**config.mk**
```make
export PLATFORM = sky130hd
export DESIGN_NAME = rggen_bit_field_access_driver
export DESIGN_NICKNAME = d
export VERILOG_FILES = /design/src/rtl/rggen_bit_field_access_driver.sv
export SDC_FILE = /design/constraint.sdc
export NUM_CORES = 1
export LEC_CHECK = 0
export CAP_MARGIN = 15
export CORE_MARGIN = 2
export CORE_UTILIZATION = 40
export DETAILED_ROUTE_END_ITERATION = 12
export MAX_ROUTING_LAYER = met4
export PLACE_DENSITY = 0.8
export SLEW_MARGIN = 20
export SYNTH_ARGS = -nofsm -noshare
export SYNTH_HDL_FRONTEND = slang
export SYNTH_SLANG_ARGS = --single-unit
export TNS_END_PERCENT = 20
```
**constraint.sdc**
```tcl
create_clock -name i_clk -period 1.5 [get_ports i_clk]
set_input_delay 0.15 -clock i_clk [delete_from_list [all_inputs] [get_ports i_clk]]
set_output_delay 0.15 -clock i_clk [all_outputs]
set_load 0.005 [all_outputs]
```
**src/rtl/rggen_bit_field_access_driver.sv**
```systemverilog
// Single-port bit-field access driver: command handshake -> one-cycle strobe -> response handshake.
// Optional write-verify readback (RGGEN_BIT_FIELD_WRITE_VERIFY_EN) flags writes the field did not take.
module rggen_bit_field_access_driver #(
  parameter int WIDTH = 8
) (
  input  logic             i_clk,
  input  logic             i_rst_n,
  input  logic             i_cmd_valid,
  output logic             o_cmd_ready,
  input  logic             i_cmd_write,
  input  logic [WIDTH-1:0] i_cmd_data,
  input  logic [WIDTH-1:0] i_cmd_mask,
  output logic             o_bf_valid,
  output logic             o_bf_write,
  output logic [WIDTH-1:0] o_bf_write_data,
  output logic [WIDTH-1:0] o_bf_write_mask,
  input  logic [WIDTH-1:0] i_bf_read_data,
  output logic             o_rsp_valid,
  input  logic             i_rsp_ready,
  output logic [WIDTH-1:0] o_rsp_data,
  output logic             o_rsp_error
);

  typedef enum logic [1:0] {
    IDLE    = 2'd0,
    ACCESS  = 2'd1,
    VERIFY  = 2'd2,
    RESPOND = 2'd3
  } state_t;

  state_t           state_q;
  state_t           state_d;
  logic             write_q;
  logic [WIDTH-1:0] data_q;
  logic [WIDTH-1:0] mask_q;
  logic [WIDTH-1:0] rsp_data_q;
  logic [WIDTH-1:0] rsp_data_d;
  logic             cmd_fire;

  assign cmd_fire = i_cmd_valid && o_cmd_ready;

  // Command fields stay latched until the next acceptance.
  always_ff @(posedge i_clk or negedge i_rst_n) begin
    if (!i_rst_n) begin
      write_q <= 1'b0;
      data_q  <= '0;
      mask_q  <= '0;
    end else if (cmd_fire) begin
      write_q <= i_cmd_write;
      data_q  <= i_cmd_data;
      mask_q  <= i_cmd_mask;
    end
  end

  always_ff @(posedge i_clk or negedge i_rst_n) begin
    if (!i_rst_n) begin
      state_q    <= IDLE;
      rsp_data_q <= '0;
    end else begin
      state_q    <= state_d;
      rsp_data_q <= rsp_data_d;
    end
  end

`ifdef RGGEN_BIT_FIELD_WRITE_VERIFY_EN
  logic rsp_error_q;
  logic rsp_error_d;

  always_ff @(posedge i_clk or negedge i_rst_n) begin
    if (!i_rst_n) begin
      rsp_error_q <= 1'b0;
    end else begin
      rsp_error_q <= rsp_error_d;
    end
  end

  assign o_rsp_error = rsp_error_q;
`else
  assign o_rsp_error = 1'b0;
`endif

  always_comb begin
    state_d    = state_q;
    rsp_data_d = rsp_data_q;
`ifdef RGGEN_BIT_FIELD_WRITE_VERIFY_EN
    rsp_error_d = rsp_error_q;
`endif
    case (state_q)
      IDLE: begin
        if (cmd_fire) begin
          state_d = ACCESS;
        end
      end
      ACCESS: begin
        if (!write_q) begin
          rsp_data_d = i_bf_read_data;
`ifdef RGGEN_BIT_FIELD_WRITE_VERIFY_EN
          rsp_error_d = 1'b0;
`endif
          state_d = RESPOND;
        end else begin
`ifdef RGGEN_BIT_FIELD_WRITE_VERIFY_EN
          state_d = VERIFY;
`else
          rsp_data_d = '0;
          state_d    = RESPOND;
`endif
        end
      end
`ifdef RGGEN_BIT_FIELD_WRITE_VERIFY_EN
      VERIFY: begin
        // Only bits the write was allowed to touch take part in the comparison.
        rsp_data_d  = i_bf_read_data;
        rsp_error_d = ((i_bf_read_data ^ data_q) & mask_q) != '0;
        state_d     = RESPOND;
      end
`endif
      RESPOND: begin
        if (i_rsp_ready) begin
          state_d = IDLE;
        end
      end
      default: begin
        state_d = IDLE;
      end
    endcase
  end

  assign o_cmd_ready     = state_q == IDLE;
  assign o_bf_valid      = (state_q == ACCESS) || (state_q == VERIFY);
  assign o_bf_write      = (state_q == ACCESS) && write_q;
  assign o_bf_write_data = data_q;
  assign o_bf_write_mask = o_bf_write ? mask_q : '0;
  assign o_rsp_valid     = state_q == RESPOND;
  assign o_rsp_data      = rsp_data_q;

  // A stalled response must not change under the consumer.
  rsp_hold_stable: assert property (
    @(posedge i_clk) disable iff (!i_rst_n)
    (o_rsp_valid && !i_rsp_ready) |=> (o_rsp_valid && $stable(o_rsp_data) && $stable(o_rsp_error))
  );

endmodule

```
## Word level (Yosys, flattened, before mapping)

Cells that the tools add are included.

- Equal/unequal tests: 5
- Reduce and logical (&&, ||, !) cells: 5
- Multiplexer cells: 5

Operators with widths:

| cell | count |
|---|---|
| $mux 8 | 2 |
| $pmux 2 s3 | 1 |
| $eq 2x2->1 const B | 2 |
| $mux 2 | 2 |
| $ne 2x1->1 const B | 2 |
| $eq 2x1->1 const B | 1 |
| $logic_and 1x1->1 | 2 |
| $logic_not 2->1 | 1 |
| $reduce_and 2->1 | 1 |
| $logic_or 1x1->1 | 1 |

- Input bits: 29
- Output and inout bits: 29
- Word-level logic and storage cells: 20
- Register bits after elaboration: 27

## Depth between registers and ports, before layout

- Depth after elaboration: 4
- Mapped depth: 5
- Mapped depth without buffers: 5

## Worst setup path before layout

Ideal clock, no wire load.

- Path kind: flip-flop to flip-flop
- Start point: register state_q[0]
- End point: register mask_q[5]
- Cell stages (with the launch flop): 6
- Setup time: 0.125 ns
- Slack: 0.111 ns
- Buffers on the path: 1
- Data required time: 1.375 ns
- Clock period less this slack: 1.389 ns
- Arrival time: 1.264 ns
- Cells stage by stage: dfrtp_1 inv_1 ha_1 nand2_4 buf_12 mux2_4

- Longest elaborated chain between the ends: 2

RTL lines:

| item | RTL line | RTL |
|---|---|---|
| from (decl) | 31 | `state_t state_q;` |
| from (signal assigned) | 60 | `state_q <= state_d;` |
| $logic_not 2->1 | 129 | `assign o_cmd_ready = state_q == IDLE;` |
| named net o_cmd_ready | 9 | `output logic o_cmd_ready,` |
| $logic_and 1x1->1 | 40 | `assign cmd_fire = i_cmd_valid && o_cmd_ready;` |
| to (signal assigned) | 51 | `mask_q <= i_cmd_mask;` |
| to (decl) | 35 | `logic [WIDTH-1:0] mask_q;` |

The timed path passes the listed nets, and every way through them passes these cells.
A chain may end at the register's enable or synchronous reset.

## Worst setup path in the final report

- Start point: register state_q[1]
- End point: output o_bf_write_mask[1]

- Longest elaborated chain between the ends: 3

RTL lines:

| item | RTL line | RTL |
|---|---|---|
| $eq 2x1->1 | 131 | `assign o_bf_write = (state_q == ACCESS) && write_q;` |
| $logic_and 1x1->1 | 131 |  |
| $mux 8 | 133 | `assign o_bf_write_mask = o_bf_write ? mask_q : '0;` |
| to (decl) | 16 | `output logic [WIDTH-1:0] o_bf_write_mask,` |

No other way between the ends.

==> flow_metrics.env <==
export IMPL_status="finished with violations"
export IMPL_violations="negative setup slack"
export IMPL_start_kind="register"
export IMPL_die_h_um=59.5
export IMPL_crit_type="reg -> out"
export IMPL_slowest_delay_ns=0.42
export IMPL_cp_depth=5
export IMPL_crit_end="o_bf_write_mask[1]"
export IMPL_reg2reg_to="state_q[1]$_DFFE_PN0P_"
export IMPL_initial_utilization=0.413
export IMPL_cts_hold_buf=0
export IMPL_clock_skew_ns=0.0147
export IMPL_grt_use_total=0.200
export IMPL_rows=20
export IMPL_grt_setup_unrepaired="yes"
export IMPL_fin_ws_ns=-0.0466
export IMPL_pre_cts_slack_ns=-0.109
export IMPL_p_seq_frac=0.348
export IMPL_reg2reg_depth=6
export IMPL_p_sw_frac=0.324
export IMPL_critPathLaunch="state_q[1]$_DFFE_PN0P_"
export IMPL_holdWs_ns=0.148
export IMPL_syn_nets=128
export IMPL_switchingPower_uw=1250
export IMPL_synth_edf_count=0
export IMPL_synth_area_sq_um=1230
export IMPL_power_frac_comb=0.566
export IMPL_clkLatencyLatePin_ns=0.34
export IMPL_synth_compound_area_frac=0.0457
export IMPL_ys_seq_elements=27
export IMPL_io_pins=58
export IMPL_ys_seq_area_frac=0.549
export IMPL_drtAntennaViolNets=0
export IMPL_synthAdderAreaFrac=0.0407
export IMPL_area_delta_synth_final_pct=63.7
export IMPL_overflow=0
export IMPL_synth_simple_gate_area_frac=0.105
export IMPL_htree_levels=1
export IMPL_finalMaxSlewViolations=0
export IMPL_n_fill_cell=238
export IMPL_clkPwrFrac=0.085
export IMPL_reg2reg_slack_ns=-0.04
export IMPL_placed_cell_area_sq_um=1840
export IMPL_timing_final_hold_violations=0
export IMPL_diodes=0
export IMPL_drc=0
export IMPL_path_clk_slew_ns=0.16
export IMPL_drive_gt1_frac=0.387
export IMPL_vdd_drop_max_mv=0.884
export IMPL_fmax_mhz=647
export IMPL_r2r_start="state_q[1]$_DFFE_PN0P_"
export IMPL_crit_top_cell="buf_6"
export IMPL_worstPathRequired_ns=1.35
export IMPL_hpwl_um=2160
export IMPL_muxShareOfSynthArea=0.195
export IMPL_final_nets=197
export IMPL_grt_pass1_wl_um=4970
export IMPL_postSynthCellCount=95
export IMPL_post_synth_cell_area_avg_sq_um=13.0
export IMPL_routed_via_count=967
export IMPL_synth_warnings=0
export IMPL_clock_sinks=27
export IMPL_yosys_area_share_xor_xnor=0
export IMPL_drt_wl_total_um=3230
export IMPL_final_area_sq_um=2020
export IMPL_synthFlopType="dfrtp_1"
export IMPL_crit_family="flip-flops"
export IMPL_dpl_cell_count=186
export IMPL_grt_pass1_vias=1040
export IMPL_powerDensity_nw_per_um2=1910
export IMPL_io_buffers=56
export IMPL_final_cells=196
export IMPL_ys_async_sr_fraction=1.00
export IMPL_slowest_stage="dfrtp_1"
export IMPL_viasPerCell=4.93
export IMPL_dr_pass1_iters=3
export IMPL_total_leakage_power_uw=0.000924
export IMPL_period_share=1.03
export IMPL_die_area_sq_um=3540
export IMPL_final_cell_mix="clkdlybuf4s50_1 (44), dfrtp_1 (25), mux2_4 (11)"
export IMPL_grt_max_degree=28
export IMPL_antenna_found_initial=0
export IMPL_setup_violations=9
export IMPL_period_needed_ns=1.55
export IMPL_p_int_uw=2600
export IMPL_critPathBufInv=3
export IMPL_worstPathMaxFanout=6
export IMPL_die_w_um=59.5
export IMPL_synth_top_family_by_area="multiplexers"
export IMPL_synth_cell_type_count=18
export IMPL_drt_iter0_drc=18
export IMPL_crit_chain="inv_2, ha_4, buf_6, and3_4, buf_6"
export IMPL_coreArea_sq_um=2980
export IMPL_cts_buffers=3
export IMPL_layout_commonest_cell="clkdlybuf4s50_1"
export IMPL_cts_max_path_buffers=2
export IMPL_post_drt_wl_per_cell_um=16.5
export IMPL_root_buffer="clkbuf_4"
export IMPL_tritoncts="built"
export IMPL_arrival_ns=1.40
export IMPL_hp_class="in -> async"
export IMPL_cap_violations=0
export IMPL_fin_util=0.677
export IMPL_gp_congestion=0.751
export IMPL_endpoint_kind="output pin"
## worst min-delay path by stage
stage | endpoint | slack [ns] | cells past startpoint | startpoint
finish | o_bf_write_data[6]$_DFFE_PN0P_ | 0.15 | 2 | i_rst_n
floorplan | mask_q[0]$_DFFE_PN0P_ | -0.15 | 0 | i_rst_n
global placement | o_bf_write_data[6]$_DFFE_PN0P_ | 0.49 | 1 | o_bf_write_data[6]$_DFFE_PN0P_
global route | o_bf_write_data[6]$_DFFE_PN0P_ | 0.17 | 2 | i_rst_n
CTS | o_bf_write_data[6]$_DFFE_PN0P_ | 0.17 | 2 | i_rst_n
detailed placement | mask_q[2]$_DFFE_PN0P_ | 0.49 | 1 | mask_q[2]$_DFFE_PN0P_
## logic make-up (layout without fill, tap and decap cells)
family / Yosys count / in the layout
simple gates: 20 / 20
fa+ha+maj: 4 / 4
mux: 18 / 18
buf+inv: 15 / 83
flops: 27 / 27
other cells: 1 / 1
compound gates: 10 / 10
## state kept, by name (all words and copies together), names as in the netlist
register         cells
write_q              1
o_rsp_data           8
o_bf_write_data      8
mask_q               8
state_q              2
## power by group through the flow
stage,clock [uW],combinational (uW),sequential [uW]
global placement,0,1760,1290
floorplan,0,890,1270
finish,329,2180,1340
detailed placement,0,1830,1320
global route,362,2350,1380
CTS,329,2030,1320
## area by class of cell
class	instances	area, sq um	area share
timing repair buffer	68	653	0.324
multi-input combinational	53	572	0.284
tap	33	41.3	0.0205
inverter	11	43.8	0.0217
sequential	27	678	0.336
clock inverter	1	5.00	0.00248
clock buffer	3	22.5	0.0112
## synth_stat cells (2+ instances only)
cell | instances | area [sq um]
and3_1 | 8 | 50.1
nand3b_1 | 5 | 37.5
mux2_2 | 8 | 90.1
mux2_4 | 10 | 150
ha_1 | 4 | 50.1
clkbuf_1 | 2 | 7.51
dfrtp_1 | 27 | 676
nor2b_1 | 2 | 12.5
nand2_1 | 3 | 11.3
o21ai_0 | 8 | 40.0
inv_1 | 11 | 41.3
## metal layers
metal | vias up | routed length (um) | GRT usage
li1 | 454 | - | -
met3 | 2 | 165 | 0.0371
met2 | 40 | 1680 | 0.341
met1 | 471 | 1360 | 0.241
met4 | 0 | 23 | 0.0584
met5 | - | 0 | -
## per-stage QoR
stage	TNS, ns	total power [uW]
after floorplan	0	2160
after global placement	-0.0610	3060
after detailed placement	-0.917	3150
after CTS	-0.176	3680
after global routing	-0.883	4090
final	-0.247	3850
## what timing repair did
item / 4_1_cts / 5_1_grt
gates resized for setup: 66 / 11
pin swaps: 2 / 1
setup endpoints to repair: 30 / 20
buffers inserted: 4 / 2
Note: power is estimated with default switching activity, not from simulation.
==> RTL edit 1: new RTL, config.mk and constraints unchanged <==
The 4 states of `state_t` get a one-hot encoding in 4 bits.
--- a/src/rtl/rggen_bit_field_access_driver.sv
+++ b/src/rtl/rggen_bit_field_access_driver.sv
@@ -23,7 +23,7 @@
 
-  typedef enum logic [1:0] {
-    IDLE    = 2'd0,
-    ACCESS  = 2'd1,
-    VERIFY  = 2'd2,
-    RESPOND = 2'd3
+  typedef enum logic [3:0] {
+    IDLE    = 4'b0001,
+    ACCESS  = 4'b0010,
+    VERIFY  = 4'b0100,
+    RESPOND = 4'b1000
   } state_t;
Behaviour: same outputs for any inputs over 10 cycles, from zero or initial values and one cycle with i_rst_n low; not proved beyond that.
==> RTL edit 1 against the unedited design <==
  * The run still ends with setup timing left
  * Sequential cell count increased by 1
  * Routed wire length down 19%
  * Sequential share of layout area grew 2.3 points
  * Highest routed layer unchanged
  * Cell area down 3.0%
  * Setup slack worse by 110 ps
  * Global-route usage decreased by 3.9 points
  * Area after synthesis rose by 0.51%
  * Non-clock buffer count down 1
  * Total power decreased by 13%
==> RTL edit 1: results (changes against the unedited design) <==
* Clk tree area frac at 2.69% (+1.3 points)
* Share of the synthesized area in compound gates (AO/OA/AOI/OAI) at 0% (-4.6 points)
* Worst clock skew at 7.91 ps (-6.84 ps)
* P_leak at 0.000877 uW (-5.1%)
* Non-Clock Buffer Count at 67 (-1.5%)
* Inverters at 0 (-11)
* Reg power frac at 39.8% (+5.0 points)
* Share of cells above drive strength 1 at 40.7% (+2.0 points)
* Failing checks: setup timing
* Post-DP Area at 0.00185 sq mm (+0.48%)
* Flop2flop setup slack at -70 ps (-30 ps)
* Ranking of synthesized cells by area: dfrtp_1, mux2_2, mux2_4
* Register Area at 702 sq um (+3.5%)
* GP Congestion at 0.702 (-6.5%)
* Setup TNS at -1850 ps (-1600 ps)
* Status: complete, but fails checks
* Nets at 180 (-8.6%)
* Post-synthesis adder-cell area fraction at 0% (-4.1 points)
* PnR worst setup slack at -153 ps (-106 ps)
* Largest net degree at the start of global routing at 29 (+3.6%)
* Total clock sinks at 28 (+3.7%)
* NonClk Buf Share at 32.6% (+0.18 points)
* VDD IR max at 1.08 mV (+22%)
* GRT Overall Usage at 16.1% (-3.9 points)
* Fill cells at 250 (+5.0%)
* Most frequent cells after synthesis: dfrtp_1, mux2_2, and2_1, mux2_4, nor2b_1
* Post-Route M1 WL at 1.08 mm (-20%)
* CTS resizes at 52 (-21%)
* Grt met2 use at 25.7% (-8.3 points)
* GRT met3 Usage at 2.40% (-1.3 points)
* FF-to-FF path depth at 4 (-2)
* Worst reg2reg path startpoint: state_q[0]$_DFFE_PN1P_
* Area of the multi-input gates at 522 sq um (-8.8%)
* CP arrival at 1500 ps (+100 ps)
* Metal2 WL at 1.36 mm (-19%)
* Mapped Avg Cell Area at 14.9 sq um (+15%)
* Final setup fails at 26 (+17)
* Max incr delay on CP at 580 ps (+160 ps)
* Initial drt markers at 15 (-3)
* Register area share after synthesis at 56.7% (+1.8 points)
* Comb group at 1550 uW (-29%)
* GR Layer Usage met1 at 20.9% (-3.3 points)
* First-pass GRT wire length at 4.23 mm (-15%)
* CP max-delay cell: dfstp_2
* Met3 routed WL at 143 um (-13%)
* Dpl ws at -71.1 ps (+37.8 ps)
* Multi-In Gates at 51 (-3.8%)
* Vias in the first global route at 937 (-9.9%)
* Worst Path Max Fanout at 3 (-3)
* Hold Slack at 176 ps (+28.7 ps)
* Core footprint at 0.00300 sq mm (+0.84%)
* Post-CTS Setup Bufs at 3 (-1)
==> RTL edit 1: changes by cell type after synthesis, moves of 2 or more <==
cell	before	now
ha_1	4	0
nor2b_1	2	8
nand3b_1	5	0
and2_1	1	8
o21ai_0	8	0
inv_1	11	0
mux2_2	8	16
nor3b_1	0	2
mux2_4	10	8
nand2_1	3	0
and3_1	8	0
==> RTL edit 1: worst max-delay path by stage <==
stage | depth (start not counted) | start | end | slack (ps)
floorplan | 4 | state_q[0]$_DFFE_PN1P_ | mask_q[7]$_DFFE_PN0P_ | 60
global placement | 3 | state_q[0]$_DFFE_PN1P_ | o_bf_write_mask[4] | -40
detailed placement | 3 | state_q[0]$_DFFE_PN1P_ | o_bf_write_mask[3] | -70
CTS | 3 | state_q[0]$_DFFE_PN1P_ | o_bf_write_mask[5] | -150
global route | 4 | state_q[0]$_DFFE_PN1P_ | o_bf_write_mask[4] | -190
finish | 4 | state_q[0]$_DFFE_PN1P_ | o_bf_write_mask[4] | -150
==> RTL edit 2: new RTL, config.mk and constraints unchanged <==
Made on the original files. Set the parameter `WIDTH` to 10 (it was 8).
--- a/src/rtl/rggen_bit_field_access_driver.sv
+++ b/src/rtl/rggen_bit_field_access_driver.sv
@@ -3,3 +3,3 @@
 module rggen_bit_field_access_driver #(
-  parameter int WIDTH = 8
+  parameter int WIDTH = 10
 ) (
Interface: changed (6 resized); port bits go from 58 to 70. No check against the original RTL was run, so the function may have changed too.
==> RTL edit 2 against the unedited design <==
  * The flow still finishes with violations (setup timing)
  * Synthesized cell count up 23%
  * Routed wire length increased by 15%
  * Via count rose by 21%
  * Utilization up 0.94 points
  * Sequential power up 20%
  * Cell area up 25%
  * Setup slack improved by 8.4 ps
  * Critical path depth unchanged
  * First-iteration DRC count grew 100%
  * Area after synthesis rose by 23%
  * Global-route usage down 1.0 points
  * Total power up 28%
  * Sequential cell count is 6 higher
  * Critical path type unchanged
  * Largest cell class unchanged
==> RTL edit 2: results (changes against the unedited design) <==
* Failing checks: setup timing
* Clock Latency Late Sink at 280 ps (-60 ps)
* PnR worst setup slack at -38.2 ps (+8.40 ps)
* Share of cells above drive strength 1 at 35.7% (-3.0 points)
* Nets at 238 (+21%)
* P_leak at 0.00119 uW (+29%)
* Sequential cell power at 1610 uW (+20%)
* Worst reg2reg path startpoint: state_q[0]$_DFFE_PN0P_
* Fill cells at 277 (+16%)
* Vias after detailed routing at 1,172 (+21%)
* Status: complete, but fails checks
* Non-Filler Instances at 247 (+26%)
* PortBufs at 68 (+21%)
* Setup TNS at -158 ps (+89.4 ps)
* WL per Instance at 15.1 um (-8.4%)
* Detail Placement HPWL at 2.67 mm (+23%)
* Final setup fails at 5 (-4)
* DR pass1 iterations at 4 (+1)
* GP Congestion at 0.755 (+0.49%)
* Comb pwr share at 53.9% (-2.7 points)
* Ranking of synthesized cells by area: dfrtp_1, mux2_4, and3_1
* CTS Buf Count at 5 (+2)
* Max incr delay on CP at 410 ps
* Worst clock skew at 2.49 ps (-12.3 ps)
* Mapped Avg Cell Area at 13.0 sq um (+0.26%)
* Critical Path End: o_bf_write_mask[4]
* VDD IR max at 1.04 mV (+18%)
* Root buffer cell: clkbuf_8
* GRT Overall Usage at 19.0% (-1.0 points)
* Flop2flop setup slack at -20 ps (+20 ps)
* Vias in the first global route at 1,264 (+22%)
* Initial drt markers at 36 (+18)
* Largest net degree at the start of global routing at 34 (+21%)
* CP arrival at approximately 1400 ps
* First-pass GRT wire length at 5.86 mm (+18%)
* Async set-reset flop share out of synthesis at 100% (unchanged)
* Clock transition at path regs at 60 ps (-100 ps)
* H-tree levels at 2 (+1)
* Worst Path Max Fanout at 7 (+1)
* Most frequent cells after synthesis: dfrtp_1, mux2_4, inv_1
* Worst Setup SP: state_q[0]$_DFFE_PN0P_
==> RTL edit 2: cell count changes after synthesis, sizes merged <==
cell	delta
and3	+2
buf	+2
clkbuf	+2
dfrtp	+6
inv	+2
mux2	+4
nand3b	+2
o21ai	+2
==> RTL edit 2: metal layers <==
| metal | wire length, um | vias up | track usage [%] |
|---|---|---|---|
| met5 | 0 | - | - |
| li1 | - | 552 | - |
| met2 | 1900 | 45 | 30.9 |
| met4 | 29 | 0 | 5.47 |
| met3 | 240 | 7 | 6.51 |
| met1 | 1550 | 568 | 22.5 |
==> RTL edit 2: cells by family (layout without fill, tap and decap cells) <==
family	Yosys count	in the layout	share of synthesized area (%)
AND/OR/NAND/NOR	24	24	9.96
buffers and inverters	21	103	6.58
other	1	1	0.247
AO/OA/AOI/OAI	12	12	4.36
flip-flops	33	33	54.3
multiplexers	22	22	21.2
adder cells (fa/ha/maj)	4	4	3.29
==> RTL edit 2: timing repair <==
action                     CTS  global route
pin swaps                    1             2
setup endpoints to repair   35            38
gates resized for setup     35            43
setup buffers                4             2
==> RTL edit 2: final cells by class <==
type / count / area, sq um / area share (%)
clock buffer: 7 / 86.3 / 3.44
inverter: 13 / 48.8 / 1.94
multi-input combinational: 63 / 689 / 27.4
sequential: 33 / 826 / 32.9
tap: 48 / 60.1 / 2.39
timing repair buffer: 83 / 802 / 31.9
==> RTL edit 2: metrics by stage <==
step / cell area (sq um) / power, uW / utilization, % / setup WS [ps] / hold slack (ps)
floorplan: 1520 / 2700 / - / 127 / -146
global placement: 2300 / 3850 / 62.9 / -81.7 / 488
detailed placement: 2300 / 3950 / 62.9 / -135 / 486
CTS: 2440 / 4720 / 66.6 / -184 / 283
global route: 2510 / 5260 / 68.6 / -79.3 / 308
finish: 2510 / 4920 / 68.6 / -38.2 / 271
